===== src/rtl/parallel_serial_pkg.sv =====
// Shared types and helpers for the parallel-to-serial lane converter.
package parallel_serial_pkg;

    typedef enum logic {
        IDLE  = 1'b0,
        SHIFT = 1'b1
    } ps_state_e;

    // Counter width helper: a single-beat word still needs a 1-bit counter.
    function automatic int clog2_min1(input int n);
        return (n <= 1) ? 1 : $clog2(n);
    endfunction

endpackage


===== src/rtl/parallel_serial_lanes.sv =====
// Parallel word in, LANES-wide beats out, with valid/ready on both sides.
//   state | meaning
//   IDLE  | no word held, upstream may load
//   SHIFT | word held, beats presented on serial_o
module parallel_serial_lanes
    import parallel_serial_pkg::*;
#(
    parameter int WORD_WIDTH = 8,
    parameter int LANES      = 1,
    parameter bit MSB_FIRST  = 1'b1
) (
    input  logic                  clk_i,
    input  logic                  rst_ni,
    input  logic                  clk_en_i,
    input  logic                  parallel_valid_i,
    output logic                  parallel_ready_o,
    input  logic [WORD_WIDTH-1:0] parallel_i,
    output logic                  serial_valid_o,
    input  logic                  serial_ready_i,
    output logic [LANES-1:0]      serial_o,
    output logic                  serial_last_o
);

    localparam int             BEATS    = WORD_WIDTH / LANES;
    localparam int             CW       = clog2_min1(BEATS);
    localparam logic [CW-1:0]  LAST_CNT = CW'(BEATS - 1);

    if (LANES < 1 || (WORD_WIDTH % LANES) != 0) begin : g_bad_lanes
        $error("parallel_serial_lanes: WORD_WIDTH must be a positive multiple of LANES");
    end

    ps_state_e             state_q, state_d;
    logic [CW-1:0]         cnt_q;
    logic [WORD_WIDTH-1:0] shreg_q;
    logic [WORD_WIDTH-1:0] shreg_next;
    logic [LANES-1:0]      group;
    logic                  is_last;
    logic                  beat_acc;
    logic                  word_acc;

    if (MSB_FIRST) begin : g_msb
        assign group      = shreg_q[WORD_WIDTH-1 -: LANES];
        assign shreg_next = shreg_q << LANES;
    end else begin : g_lsb
        assign group      = shreg_q[LANES-1:0];
        assign shreg_next = shreg_q >> LANES;
    end

    assign serial_valid_o = (state_q == SHIFT);
    assign serial_o       = serial_valid_o ? group : '0;
    assign is_last        = (cnt_q == LAST_CNT);
    assign serial_last_o  = serial_valid_o && is_last;

    assign beat_acc = clk_en_i && serial_valid_o && serial_ready_i;

    // A new word may land in the same cycle the last beat leaves, so streams have no bubble.
    assign parallel_ready_o = clk_en_i && rst_ni &&
                              ((state_q == IDLE) || (beat_acc && serial_last_o));
    assign word_acc         = parallel_valid_i && parallel_ready_o;

    always_comb begin
        state_d = state_q;
        if (word_acc) begin
            state_d = SHIFT;
        end else if (beat_acc && is_last) begin
            state_d = IDLE;
        end
    end

    always_ff @(posedge clk_i) begin
        if (!rst_ni) begin
            state_q <= IDLE;
        end else if (clk_en_i) begin
            state_q <= state_d;
        end
    end

    always_ff @(posedge clk_i) begin
        if (!rst_ni) begin
            cnt_q   <= '0;
            shreg_q <= '0;
        end else if (word_acc) begin
            cnt_q   <= '0;
            shreg_q <= parallel_i;
        end else if (beat_acc && !is_last) begin
            cnt_q   <= cnt_q + 1'b1;
            shreg_q <= shreg_next;
        end
    end

endmodule


===== config.mk =====
export PLATFORM = sky130hd
export DESIGN_NAME = parallel_serial_lanes
export DESIGN_NICKNAME = d
export VERILOG_FILES = /design/src/rtl/parallel_serial_pkg.sv /design/src/rtl/parallel_serial_lanes.sv
export SDC_FILE = /design/constraint.sdc
export NUM_CORES = 1
export LEC_CHECK = 0
export CAP_MARGIN = 20
export CORE_MARGIN = 4
export CORE_UTILIZATION = 29
export CTS_CLUSTER_DIAMETER = 150
export CTS_CLUSTER_SIZE = 14
export DETAILED_ROUTE_END_ITERATION = 8
export PLACE_DENSITY = 0.52
export RECOVER_POWER = 50
export SLEW_MARGIN = 5
export SYNTH_ARGS = -nofsm -noshare
export SYNTH_HDL_FRONTEND = slang
export SYNTH_SLANG_ARGS = --single-unit

===== constraint.sdc =====
create_clock -name clk_i -period 2.4 [get_ports clk_i]
set_clock_uncertainty 0.2 [all_clocks]
set_input_delay 0.48 -clock clk_i [delete_from_list [all_inputs] [get_ports clk_i]]
set_output_delay 0.48 -clock clk_i [all_outputs]
set_load 0.02 [all_outputs]

# Word level (Yosys, flattened, before mapping)
# Index checks and enable logic that the tools add are counted.
# W data, S select, Z words.
# classes
addsub	1
eq_ne	1
muxes	5
n_bitwise	2
reduce_logical	15
# ops
cell	n
$mux W8	2
$logic_and A1 B1 Y1	9
$reduce_bool A2 Y1	2
$add A3 B1 Y3 const B	1
$eq A3 B3 Y1 const B	1
$mux W1	3
$not A1 Y1	2
$reduce_and A2 Y1	1
$reduce_or A2 Y1	1
$logic_not A1 Y1	1
$logic_or A1 B1 Y1	1
# word_totals
regBits	12
in_bits	13
output_inout_bits	4
wordCells	27

# Longest topological paths before layout
# logic_depth
word_depth	8
depth_mapped	6
mapped_depth_nobuf	5

# Worst setup path before layout
# No wires, ideal clock.
# synth_timing
path_type	flip-flop to output port
startpoint	register cnt_q[0]
endpoint	output parallel_ready_o
arrival_ns	1.189
t_required_ns	1.720
slack_ns	0.531
path_stages_with_launch	6
path_buffers	1
cell_sequence	dfxtp_1 ha_1 ha_1 a21boi_0 buf_2 nor2_1
# synth_via
elab_chain_cells	5
# synth_lines
element	line	rtl
from (decl)	parallel_serial_lanes.sv:33	logic [CW-1:0] cnt_q;
from (signal assigned)	parallel_serial_lanes.sv:86	cnt_q <= cnt_q + 1'b1;
$eq A3 B3 Y1	parallel_serial_lanes.sv:51	assign is_last = (cnt_q == LAST_CNT);
$logic_and A1 B1 Y1	parallel_serial_lanes.sv:52	assign serial_last_o = serial_valid_o && is_last;
$logic_and A1 B1 Y1	parallel_serial_lanes.sv:58	((state_q == IDLE) || (beat_acc && serial_last_o));
$logic_or A1 B1 Y1	parallel_serial_lanes.sv:58	
$logic_and A1 B1 Y1	parallel_serial_lanes.sv:57	assign parallel_ready_o = clk_en_i && rst_ni &&
to (decl)	parallel_serial_lanes.sv:16	output logic parallel_ready_o,
# No other way between the ends.

# Final worst setup path
# Same ends and word-level chain as after synthesis.

==> out/results.txt <==
CTS clk-pin slew, worst paths = 0.08 ns
Gate Count Post-Synth = 59
first-pass iteration count of the detailed router = 4
GR Overflow Total = 0
Cell Int Power = 337 µW
final worst-path cycle share = 94.2%
antenna-violating nets left = 0
RSZ-0062 raised after global routing = false
Seq/Total Area, Yosys = 39.8%
Residual DRC = 0
FMAX = 0.442 GHz
ys async rst share = 0%
Die H = 53.6 µm
Vias/cell = 4.68
antenna violations before repair = 0
cts bufs inserted = 3
filler instances = 229
syn avg cell area = 10.2 µm²
Pwr Density = 528 nW/µm²
Final Util = 42.7%
final net count = 97
CP startpoint kind = flip-flop
Max-cap violations = 0
detailed-route wire length per cell = 12.0 µm
Core ar. = 1960 µm²
CTS tree = done
Iteration-0 DRC Markers = 4
arrival time worst endpoint = 1.58 ns
kind of critical path = reg -> out
Ant. Diodes = 0
fin crit period = 2.26 ns
H-tree depth = 1
sequential share of power = 48.0%
global-route wire length before repair = 2160 µm
main flop type after synthesis = dfxtp_1
Routability Congestion = 0.657
clk root buf = clkbuf_4
CTS Sinks = 12
slack of the critical path = 0.140 ns
Hold WC Path Type = reg -> reg
syn_nets = 74
Slew @ Worst Pin = 0.538 ns
Hold Vio Cnt, Final = 0
Yosys reg bits = 12
switching share of total power = 23.8%
# setup viols final = 0
power share of the combinational group = 14.8%
synth-to-layout area growth = 39.0%
Post-synth EDFFs = 0
WL final = 1300 µm
DR vias = 505
CP required = 1.72 ns
P_sw = 105 µW
Tot GR Track Use = 10.8%
Clock Path Buffers = 2
crit path capture type = primary output
largest net degree at the start of global routing = 14
Slew Viols, Final = 0
Cell variety after synth = 25
I/O Buffers = 16
YS warnings = 0
Post-Syn Area = 603 µm²
VDD IR max = 0.000246 V
Die Area = 2870 µm²
I/O pin cnt = 17
Skew-Pair Late Insertion Delay = 0.27 ns
Initial Utilization = 30.7%
number of global-route vias before repair = 496
layout cell share with drive strength beyond 1 = 14.8%
Die W = 53.6 µm
Worst slew margin = 64.1%
Post-DP HPWL = 956 µm
status = finished clean
dpl ws = -0.0539 ns
leakage = 0.000383 µW
Cell Rows = 16
Clk pwr share = 37.2%
critical-path maximum fanout = 4
==> stage by stage <==
step	instance area, µm²	TNS (ns)	power (µW)	hold WS (ns)	cells
floorplan	603	0	248	0.266	59
global route	838	0	468	0.328	108
global placement	817	-0.0316	286	0.286	104
CTS	851	0	454	0.307	108
finish	838	0	443	0.304	108
detailed placement	817	-0.0539	286	0.293	104
==> timing repair <==
action | CTS | global route
gates resized for setup | 2 | 1
hold buffers | 0 | 0
buffers inserted | 0 | 0
pin swaps | 0 | 0
endpoints found under the setup margin | 2 | 1
==> synth_stat cells (2+ instances only) <==
cell     number  area (µm²)
a21oi_1       7        35.0
and2_1        2        12.5
and3_1        3        18.8
buf_2         2        10.0
dfxtp_1      12         240
ha_1          2        25.0
mux2i_1       7        70.1
o31ai_1       7        52.6
==> power groups by stage <==
stage	Combinational [µW]	Clock, µW	Sequential [µW]
4_1_cts	68.1	173	213
3_3_place_gp	68.3	0	217
3_5_place_dp	68.4	0	218
5_1_grt	71.9	182	214
2_1_floorplan	30.3	0	217
6_report	65.5	165	213
==> flip-flops by register name (all words and copies together), names as in the netlist <==
name,cells
serial_valid_o,1
shreg_q,8
cnt_q,3
==> final cells by class <==
class | instances | area, µm² | share of cell area, %
repair buffers | 22 | 196 | 23.4
well taps | 27 | 33.8 | 4.03
clock buffers | 4 | 36.3 | 4.33
multi-input cells | 43 | 332 | 39.6
flip-flops and latches | 12 | 240 | 28.7
==> layout by cell type, fill, tap and decap left out, types with 2 or more instances in the layout <==
cell type and n:
a21oi_1 7, and3_1 3, o31ai_1 7, clkbuf_4 3, buf_4 4, and2_1 2, mux2i_1 7, a21boi_1 2
dfxtp_1 12, ha_1 2, clkdlybuf4s50_1 14, dlygate4sd2_1 2
==> per-layer routing <==
layer / global-route usage (%) / share of wire (%)
met3: 2.49 / 3.9
met4: 7.66 / 1.4
met5: 0 / 0
met2: 17.1 / 48
met1: 12.6 / 47
==> critical path, stage by stage, from the launching register on <==
cell and delay (ns):
dfxtp_1 0.33, ha_1 0.19, ha_1 0.22, a21boi_1 0.20, nor2_1 0.05, dlygate4sd2_1 0.32
==> cells by family (layout without fill, tap and decap cells) <==
group | Yosys count | after routing | share of synthesized area (%)
multiplexers | 9 | 9 | 16.0
buffers and inverters | 4 | 26 | 4.15
AND/OR/NAND/NOR | 13 | 13 | 14.9
XOR/XNOR | 1 | 1 | 1.45
AO/OA/AOI/OAI | 18 | 18 | 19.5
adder cells (fa/ha/maj) | 2 | 2 | 4.15
flip-flops | 12 | 12 | 39.8
==> path summary, 6_finish.rpt <==
| kind | slack [ns] | cells past startpoint | endpoint | start |
|---|---|---|---|---|
| max | 0.14 | 5 | parallel_ready_o | cnt_q[0] |
| min | 0.30 | 2 | shreg_q[0] | shreg_q[0] |
| max reg2reg | 0.24 | 6 | cnt_q[0] | cnt_q[0] |
| min reg2reg | 0.30 | 2 | shreg_q[0] | shreg_q[0] |
No activity file was read; power rests on OpenSTA's default activity.
